`src/rtl/tawas_rcn_master.sv`:
```
// Tawas RCN ring initiator: queues per-thread loads/stores and inserts them into free ring slots.
// It retires matching responses to the register file or to a store acknowledge.

// Generic synchronous FIFO; the head entry is readable combinationally.
// Zero-latency head, push visible next cycle; the caller must not push when full.
module tawas_rcn_fifo #(
  parameter int WIDTH = 8,
  parameter int DEPTH = 4
) (
  input  logic             clk,
  input  logic             rst,
  input  logic             push_vld,
  input  logic [WIDTH-1:0] push_dat,
  input  logic             pop_vld,
  output logic [WIDTH-1:0] head_dat,
  output logic             full,
  output logic             empty
);
  localparam int AW = $clog2(DEPTH);

  logic [WIDTH-1:0] mem_q [DEPTH];
  logic [AW-1:0]    wr_ptr_q, wr_ptr_d;
  logic [AW-1:0]    rd_ptr_q, rd_ptr_d;
  logic [AW:0]      cnt_q, cnt_d;
  logic             do_push, do_pop;

  assign full     = cnt_q[AW];
  assign empty    = (cnt_q == '0);
  assign head_dat = mem_q[rd_ptr_q];

  always_comb begin
    do_push  = push_vld & ~full;
    do_pop   = pop_vld & ~empty;
    wr_ptr_d = do_push ? wr_ptr_q + 1'b1 : wr_ptr_q;
    rd_ptr_d = do_pop ? rd_ptr_q + 1'b1 : rd_ptr_q;
    case ({do_push, do_pop})
      2'b10:   cnt_d = cnt_q + 1'b1;
      2'b01:   cnt_d = cnt_q - 1'b1;
      default: cnt_d = cnt_q;
    endcase
  end

  always_ff @(posedge clk) begin
    if (rst) begin
      wr_ptr_q <= '0;
      rd_ptr_q <= '0;
      cnt_q    <= '0;
    end else begin
      wr_ptr_q <= wr_ptr_d;
      rd_ptr_q <= rd_ptr_d;
      cnt_q    <= cnt_d;
    end
  end

  always_ff @(posedge clk) begin
    if (do_push) mem_q[wr_ptr_q] <= push_dat;
  end
endmodule

// Ring initiator top: pending table per thread, issue FIFO, slot consume/pass/insert.
// Ring egress registered (accept to rcn_out >= 2 cycles); writeback 1 cycle after response.
// req_ready drops when the FIFO is full; busy threads get req_err instead of stalling.
module tawas_rcn_master #(
  parameter logic MASTER_ID  = 1'b0,
  parameter int   FIFO_DEPTH = 4
) (
  input  logic        clk,
  input  logic        rst,
  input  logic        req_en,
  output logic        req_ready,
  input  logic [4:0]  req_thread,
  input  logic        req_wr,
  input  logic [2:0]  req_reg,
  input  logic [3:0]  req_mask,
  input  logic [23:0] req_addr,
  input  logic [31:0] req_wdata,
  output logic [31:0] thread_busy,
  input  logic [68:0] rcn_in,
  output logic [68:0] rcn_out,
  output logic        rcn_load_en,
  output logic [4:0]  rcn_load_thread,
  output logic [2:0]  rcn_load_reg,
  output logic [31:0] rcn_load_data,
  output logic        store_done,
  output logic [4:0]  store_done_thread,
  output logic        req_err,
  output logic        rsp_err
);
  logic [31:0]      pend_vld_q, pend_vld_d;
  logic [31:0]      pend_wr_q, pend_wr_d;
  logic [31:0][2:0] pend_reg_q, pend_reg_d;
  logic [31:0][1:0] pend_seq_q, pend_seq_d;

  logic [68:0] rcn_out_q, rcn_out_d;
  logic        load_en_q, load_en_d;
  logic [4:0]  load_thread_q, load_thread_d;
  logic [2:0]  load_reg_q, load_reg_d;
  logic [31:0] load_data_q, load_data_d;
  logic        store_done_q, store_done_d;
  logic [4:0]  store_thread_q, store_thread_d;
  logic        req_err_q, req_err_d;
  logic        rsp_err_q, rsp_err_d;

  logic        rsp_vld, rsp_hit, busy_hit, accept, pass, pop;
  logic [4:0]  rsp_thread;
  logic [1:0]  seq_new;
  logic [68:0] push_dat, head_dat;
  logic        fifo_full, fifo_empty;
  logic        addr_unused;

  assign addr_unused = ^req_addr[1:0];
  assign req_ready   = ~fifo_full;
  assign thread_busy = pend_vld_q;

  always_comb begin
    rsp_vld    = rcn_in[68] & ~rcn_in[67] & (rcn_in[65] == MASTER_ID);
    rsp_thread = rcn_in[64:60];
    rsp_hit    = rsp_vld & pend_vld_q[rsp_thread] & (pend_seq_q[rsp_thread] == rcn_in[59:58]);
    // Uses the pre-completion busy bit, so a same-cycle retire still rejects the new request.
    busy_hit   = pend_vld_q[req_thread];
    accept     = req_en & req_ready & ~busy_hit;
    seq_new    = pend_seq_q[req_thread] + 2'd1;
    push_dat   = {1'b1, 1'b1, req_wr, MASTER_ID, req_thread, seq_new, req_mask,
                  req_addr[23:2], req_wr ? req_wdata : 32'h0};
    pass       = rcn_in[68] & ~rsp_vld;
    pop        = ~pass & ~fifo_empty;
  end

  always_comb begin
    pend_vld_d = pend_vld_q;
    pend_wr_d  = pend_wr_q;
    pend_reg_d = pend_reg_q;
    pend_seq_d = pend_seq_q;
    if (rsp_hit) pend_vld_d[rsp_thread] = 1'b0;
    if (accept) begin
      pend_vld_d[req_thread] = 1'b1;
      pend_wr_d[req_thread]  = req_wr;
      pend_reg_d[req_thread] = req_reg;
      pend_seq_d[req_thread] = seq_new;
    end

    rcn_out_d      = pass ? rcn_in : (pop ? head_dat : 69'h0);
    load_en_d      = rsp_hit & ~pend_wr_q[rsp_thread];
    load_thread_d  = load_en_d ? rsp_thread : 5'h0;
    load_reg_d     = load_en_d ? pend_reg_q[rsp_thread] : 3'h0;
    load_data_d    = load_en_d ? rcn_in[31:0] : 32'h0;
    store_done_d   = rsp_hit & pend_wr_q[rsp_thread];
    store_thread_d = store_done_d ? rsp_thread : 5'h0;
    req_err_d      = req_en & req_ready & busy_hit;
    rsp_err_d      = rsp_vld & ~rsp_hit;
  end

  always_ff @(posedge clk) begin
    if (rst) begin
      pend_vld_q     <= '0;
      pend_wr_q      <= '0;
      pend_reg_q     <= '0;
      pend_seq_q     <= '0;
      rcn_out_q      <= '0;
      load_en_q      <= 1'b0;
      load_thread_q  <= '0;
      load_reg_q     <= '0;
      load_data_q    <= '0;
      store_done_q   <= 1'b0;
      store_thread_q <= '0;
      req_err_q      <= 1'b0;
      rsp_err_q      <= 1'b0;
    end else begin
      pend_vld_q     <= pend_vld_d;
      pend_wr_q      <= pend_wr_d;
      pend_reg_q     <= pend_reg_d;
      pend_seq_q     <= pend_seq_d;
      rcn_out_q      <= rcn_out_d;
      load_en_q      <= load_en_d;
      load_thread_q  <= load_thread_d;
      load_reg_q     <= load_reg_d;
      load_data_q    <= load_data_d;
      store_done_q   <= store_done_d;
      store_thread_q <= store_thread_d;
      req_err_q      <= req_err_d;
      rsp_err_q      <= rsp_err_d;
    end
  end

  tawas_rcn_fifo #(
    .WIDTH (69),
    .DEPTH (FIFO_DEPTH)
  ) u_issue_fifo (
    .clk      (clk),
    .rst      (rst),
    .push_vld (accept),
    .push_dat (push_dat),
    .pop_vld  (pop),
    .head_dat (head_dat),
    .full     (fifo_full),
    .empty    (fifo_empty)
  );

  assign rcn_out           = rcn_out_q;
  assign rcn_load_en       = load_en_q;
  assign rcn_load_thread   = load_thread_q;
  assign rcn_load_reg      = load_reg_q;
  assign rcn_load_data     = load_data_q;
  assign store_done        = store_done_q;
  assign store_done_thread = store_thread_q;
  assign req_err           = req_err_q;
  assign rsp_err           = rsp_err_q;
endmodule

```
`config.mk`:
```
export PLATFORM = sky130hd
export DESIGN_NAME = tawas_rcn_master
export DESIGN_NICKNAME = d
export VERILOG_FILES = /design/src/rtl/tawas_rcn_master.sv
export SDC_FILE = /design/constraint.sdc
export NUM_CORES = 1
export LEC_CHECK = 0
export CORE_MARGIN = 3
export CORE_UTILIZATION = 56
export DETAILED_ROUTE_END_ITERATION = 10
export PLACE_DENSITY = 0.88
export SYNTH_ARGS = -nofsm -noshare
export SYNTH_HDL_FRONTEND = slang
export SYNTH_HIERARCHICAL = 1
export SYNTH_SLANG_ARGS = --single-unit
```
`constraint.sdc`:
```
create_clock -name clk -period 6.7 [get_ports clk]
set_clock_uncertainty 0.2 [all_clocks]
set_input_delay 1.005 -clock clk [delete_from_list [all_inputs] [get_ports clk]]
set_output_delay 1.005 -clock clk [all_outputs]
set_load 0.01 [all_outputs]
```
==> flow_summary.yaml, run 1 <==
detailed_routing:
  drtAntennaViolNets: 0
  dr.pass1.iters: 6
  drt_iter0_drc: 1848
  avgViaCountPerCell: 6.12
  drt_wl_total_mm: 66.2
  wl_per_cell_um: 23.0
  routed-via-count: 17600
  drc: 0
clock_tree:
  cts_sinks: 627
  cts_tree: "yes"
  h-tree-depth: 2
  holdBufCountCts: 0
  cts.clk_slew.worst_paths_ns: 0.06
  postCtsSetupBuffers: 0
  clk_latency_ns: 0.64
  clockRootBuffer: "clkbuf_16"
  ctsResizeCount: 0
  clk_path_buf_depth: 3
  cts_buffers: 61
setup_path:
  worst-r2r-cell-count: 8
  cp_common_cell: "buf_4"
  crit_path_max_incr_delay_ns: 0.96
  worst_ep_required_time_ns: 6.80
  arrival_ns: 5.18
  startpoint_type: "primary input"
  slowest_stage: "clkdlybuf4s50_1"
  r2r_setup_slack_ns: 2.54
  r2r_end: "u_issue_fifo/mem_q[3][40]"
  worst-path-max-fanout: 43
  endpoint_kind: "register"
  cp_cell_sequence: "clkdlybuf4s50_1 > mux4_2 > a22oi_1 > nand4_1 > nor3b_4 > buf_4 > nor2b_1 > and2_4 > buf_4"
  crit_type: "in2reg"
  regToRegStartpoint: "thread_busy[31]"
sta:
  fin_crit_ns: 5.08
  max_freq_mhz: 197
  fin_setup_tns_ns: 0
  report.final.slew_viol_count: 0
  rsz0062_at_grt: "false"
  finalHoldViolCount: 0
  fin_crit_sh_pct: 75.9
  tightest_slew_ns: 1.38
  setup_viol: 0
  relSlewSlack_pct: 8.03
place:
  hpwlAfterDp_mm: 42.2
  port_buffers: 289
  gp_congestion: 0.955
floorplan:
  die_h_um: 222
  initial_core_util_pct: 56.9
  coreArea_mm2: 0.0457
  ios: 292
  rows: 78
  fp.dieW_um: 222
  die_area_mm2: 0.0491
yosys:
  ys.flop_type: "dfxtp_1"
  synth_area_mm2: 0.0260
  async_flop_share_pct: 0
  seq_area_frac_synth_pct: 58.9
  synth.distinct_cells: 69
  synth_edf_count: 276
  synth.avg_cell_area_um2: 13.0
  synth-seq-cells: 627
  syn_inst: 1996
  yosysWarnings: 6
layout:
  nNetsFinal: 2366
  regMostFlops: "u_issue_fifo/mem_q"
  syn_to_final_growth_pct: 18.9
  largest_reg_flops: 276
  final_layout_size_suffix_gt1_share_pct: 13.0
hold_path:
  worstHoldPathType: "reg2reg"
  hold-path-cell-count: 2
  hp-start: "pend_reg_q[68]"
  hold_end: "pend_reg_q[68]"
pwr:
  fin_total_pwr_mw: 9.47
  ir_drop_mv: 0.276
  p_per_area_mw_per_mm2: 306
  power.leakage_nw: 10.5
flow_run:
  max_cap_violations: 0
global_routing:
  gr-total-overflow: 0
  grt_usage_pct: 26.3
  grt_pass1_wl_mm: 102
  grt_antenna_before_repair: 4
  grt_pass1_vias: 17400
  grt_max_degree: 142
status:
  outcome: "completed"
per-stage QoR:
| stage | area (um^2) | utilization (%) | hold slack [ns] | setup slack [ns] | cells |
|---|---|---|---|---|---|
| 2_1_floorplan | 26000 | - | 0.229 | 1.38 | 2006 |
| 3_3_place_gp | 29000 | 63.4 | 0.235 | 1.11 | 2756 |
| 3_5_place_dp | 29000 | 63.4 | 0.241 | 1.05 | 2756 |
| 4_1_cts | 30900 | 67.7 | 0.249 | 1.71 | 2870 |
| 5_1_grt | 30900 | 67.7 | 0.270 | 1.42 | 2872 |
| 6_report | 30900 | 67.7 | 0.250 | 1.62 | 2872 |
how the worst max path moves through the flow:
stage | from | end | depth (start not counted)
after detailed placement | req_thread[0] | u_issue_fifo/mem_q[3][38] | 9
after global placement | req_thread[0] | u_issue_fifo/mem_q[3][38] | 9
after global routing | req_thread[0] | u_issue_fifo/mem_q[3][40] | 9
after CTS | req_thread[0] | u_issue_fifo/mem_q[3][32] | 9
final | req_thread[1] | u_issue_fifo/mem_q[3][40] | 9
after floorplan | req_thread[0] | u_issue_fifo/mem_q[0][0] | 10
cells in the mapped netlist, types with 4 or more instances:
cell | instances | area (um^2)
edfxtp_1 | 276 | 8290
and2_1 | 71 | 444
nand3_1 | 8 | 40.0
or3b_2 | 4 | 35.0
nand2b_1 | 7 | 43.8
nand2_1 | 91 | 342
a22oi_1 | 26 | 195
inv_1 | 19 | 71.3
nor2_1 | 277 | 1040
mux4_2 | 123 | 2770
nor3b_1 | 69 | 518
o21ai_0 | 4 | 20.0
a211oi_1 | 11 | 82.6
a21oi_1 | 113 | 566
a311oi_1 | 20 | 175
dfxtp_1 | 351 | 7030
buf_1 | 20 | 75.1
buf_12 | 5 | 100
nand3_2 | 8 | 80.1
o22ai_1 | 8 | 50.1
mux2i_1 | 197 | 1970
and3_1 | 30 | 188
buf_6 | 26 | 293
o221ai_1 | 10 | 87.6
nand3b_1 | 7 | 52.6
or3_1 | 4 | 25.0
ha_1 | 5 | 62.6
buf_4 | 12 | 90.1
clkbuf_1 | 79 | 297
nor2b_1 | 4 | 25.0
nor3_1 | 17 | 85.1
buf_2 | 32 | 160
metal layers:
layer	wire, um	GRT usage, %	part of all wire, %	up-vias
met1	24800	34.1	37	8688
met5	33	0	0.050	-
li1	-	-	-	7731
met2	33100	44.7	50	948
met3	5610	4.44	8.5	198
met4	2690	10.1	4.1	4
critical path: cells and delay by family:
family	cells	cell delay, ns
buffers and inverters	3	1.75
and+or+nand+nor	4	1.65
muxes	1	0.43
AOI/OAI and AO/OA	1	0.31
final cells by class:
cell class,count,area [um^2]
sequential,627,15300
multi-input combinational,1181,9640
tap,600,751
antenna,2,5.00
clock buffer,88,1700
timing repair buffer,325,3160
fill,3079,14800
clock inverter,26,256
inverter,23,86.3
power by group:
part	total [mW]	internal, mW	switching [mW]
clock network	3.33	1.88	1.45
registers	4.51	4.38	0.135
logic	1.63	0.752	0.879
kinds of logic (layout without fill, tap and decap cells):
family                   after synthesis  in the layout  synth area share [%]
AO/OA/AOI/OAI                        215            215                  5.37
XOR/XNOR                               6              6                 0.260
adder cells (fa/ha/maj)                6              6                 0.318
buffers and inverters                198            462                  4.29
flip-flops                           627            627                  58.9
multiplexers                         323            323                  18.5
other                                  2             14                0.0289
AND/OR/NAND/NOR                      619            619                  12.3
layout by cell type (no fill, tap or decap), types with 14 or more instances in the layout:
| cell | instances |
|---|---|
| and3_1 | 30 |
| nand2_1 | 91 |
| dfxtp_1 | 349 |
| inv_1 | 19 |
| nor2_1 | 277 |
| mux2i_1 | 197 |
| nor3b_1 | 69 |
| a311oi_1 | 20 |
| buf_4 | 36 |
| and2_1 | 67 |
| nor3_1 | 16 |
| a21oi_1 | 113 |
| edfxtp_1 | 276 |
| clkbuf_16 | 62 |
| clkdlybuf4s50_1 | 284 |
| clkbuf_1 | 21 |
| mux4_2 | 123 |
| clkinv_2 | 14 |
| a22oi_1 | 26 |
Note: power is estimated with default switching activity, not from simulation.
==> run 2, diff against run 1 <==
--- a/config.mk
+++ b/config.mk
@@ -6,9 +6,9 @@
 export NUM_CORES = 1
 export LEC_CHECK = 0
 export CORE_MARGIN = 3
-export CORE_UTILIZATION = 56
+export CORE_UTILIZATION = 51
 export DETAILED_ROUTE_END_ITERATION = 10
-export PLACE_DENSITY = 0.88
+export PLACE_DENSITY = 0.85
 export SYNTH_ARGS = -nofsm -noshare
 export SYNTH_HDL_FRONTEND = slang
 export SYNTH_HIERARCHICAL = 1
==> constraint.sdc (replaced) <==
create_clock -name clk -period 4.44 [get_ports clk]
set_clock_uncertainty 0.2 [all_clocks]
set_input_delay 0.666 -clock clk [delete_from_list [all_inputs] [get_ports clk]]
set_output_delay 0.666 -clock clk [all_outputs]
set_load 0.01 [all_outputs]
==> flow_summary.yaml, run 2 (synthesis gave the netlist of run 1 again) <==
status:
  outcome: "completed"
sta:
  fin_crit_sh_pct: 84.4
  report.final.slew_viol_count: 0
  max_freq_mhz: 267
  rsz0062_at_grt: "false"
  fin_setup_tns_ns: 0
  setup_viol: 0
  tightest_slew_ns: 1.25
  finalHoldViolCount: 0
  finalWorstSetupSlack_ns: 0.693
  relSlewSlack_pct: 16.6
  timing.hold.ws_ns: 0.251
  fin_crit_ns: 3.75
clock_tree:
  clk_path_buf_depth: 3
  postCtsSetupBuffers: 0
  clockRootBuffer: "clkbuf_16"
  clk_latency_ns: 0.60
  cts_sinks: 627
  holdBufCountCts: 0
  cts_tree: "yes"
  ctsResizeCount: 0
  h-tree-depth: 3
  cts.clk_slew.worst_paths_ns: 0.06
  cts_buffers: 67
place:
  placed_area_mm2: 0.0297
  dp.cells: 2886
  port_buffers: 289
  hpwlAfterDp_mm: 46.4
  dp_slack_ns: 0.212
  gp_congestion: 0.977
pwr:
  ir_drop_mv: 0.402
  p_per_area_mw_per_mm2: 471
  fin_total_pwr_mw: 15.0
  power.leakage_nw: 11.0
layout:
  regMostFlops: "u_issue_fifo/mem_q"
  syn_to_final_growth_pct: 22.7
  most-common-layout-cells: "dfxtp_1, clkdlybuf4s50_1, nor2_1"
  final_util_pct: 63.5
  finalNonFillerCells: 3009
  final_layout_size_suffix_gt1_share_pct: 15.9
  fin_area_mm2: 0.0319
  layout_commonest_cell: "dfxtp_1"
  largest_reg_flops: 276
  nNetsFinal: 2430
  fillers: 3545
global_routing:
  gr-total-overflow: 0
  grt_pass1_vias: 18100
  grt_pass1_wl_mm: 109
  grt_usage_pct: 26.4
  grt_max_degree: 159
  grt_antenna_before_repair: 4
detailed_routing:
  drtAntennaViolNets: 0
  wl_per_cell_um: 23.9
  dr.pass1.iters: 5
  drc: 0
  routed-via-count: 18000
  avgViaCountPerCell: 5.99
  drt_wl_total_mm: 71.8
  drt_iter0_drc: 1803
floorplan:
  die_h_um: 232
  coreArea_mm2: 0.0503
  ios: 292
  die_area_mm2: 0.0537
  initial_core_util_pct: 51.7
  fp.dieW_um: 232
  rows: 82
setup_path:
  worst-path-max-fanout: 13
  crit_type: "in2reg"
  startpoint_type: "primary input"
  worst_ep_required_time_ns: 4.78
  endpoint_kind: "register"
  arrival_ns: 4.09
flow_run:
  max_cap_violations: 0
hold_path:
  worstHoldPathType: "reg2reg"
==> run 2: critical path: stages <==
cell and delay [ns]:
clkdlybuf4s50_1 0.66, buf_4 0.29, nand2b_1 0.14, o32ai_1 0.34
a222oi_1 0.11, a41oi_1 0.24, buf_4 0.18, nand3b_4 0.18
or3_4 0.49, a311oi_1 0.56, buf_4 0.21
==> run 2: metal layers <==
| metal | up-vias | track usage [%] | wire, um |
|---|---|---|---|
| met5 | - | 0 | 9 |
| met3 | 228 | 5.37 | 5830 |
| met2 | 946 | 44.0 | 35800 |
| li1 | 7866 | - | - |
| met1 | 8970 | 33.1 | 26600 |
| met4 | 2 | 12.7 | 3600 |
==> run 2: final cells by class <==
class                           instances  area, um^2  area share, %
Tap cell                              672         841           2.63
Clock buffer                           88        1910           5.99
Inverter                               23        86.3          0.271
Clock inverter                         32         308          0.965
Sequential cell                       627       15300           48.0
Antenna cell                            3        7.51         0.0235
Multi-Input combinational cell       1181        9640           30.2
Timing Repair Buffer                  383        3800           11.9
==> run 2: final timing paths <==
| kind | to | from | slack, ns | cells after the start |
|---|---|---|---|---|
| worst min-delay path | pend_wr_q[22] | pend_wr_q[22] | 0.25 | 2 |
| worst min register to register | pend_wr_q[22] | pend_wr_q[22] | 0.25 | 2 |
| worst max-delay path | rcn_load_reg[2] | rcn_in[63] | 0.69 | 11 |
| worst max register to register | rcn_load_reg[2] | pend_seq_q[22] | 1.00 | 8 |
==> run 2: power by group <==
group / total, mW / switching (mW) / internal (mW) / leakage (nW)
clock network: 5.61 / 2.31 / 3.29 / 1.11
registers: 6.84 / 0.237 / 6.60 / 5.40
logic: 2.59 / 1.37 / 1.22 / 4.48
total: 15.0 / 3.92 / 11.1 / 11.0
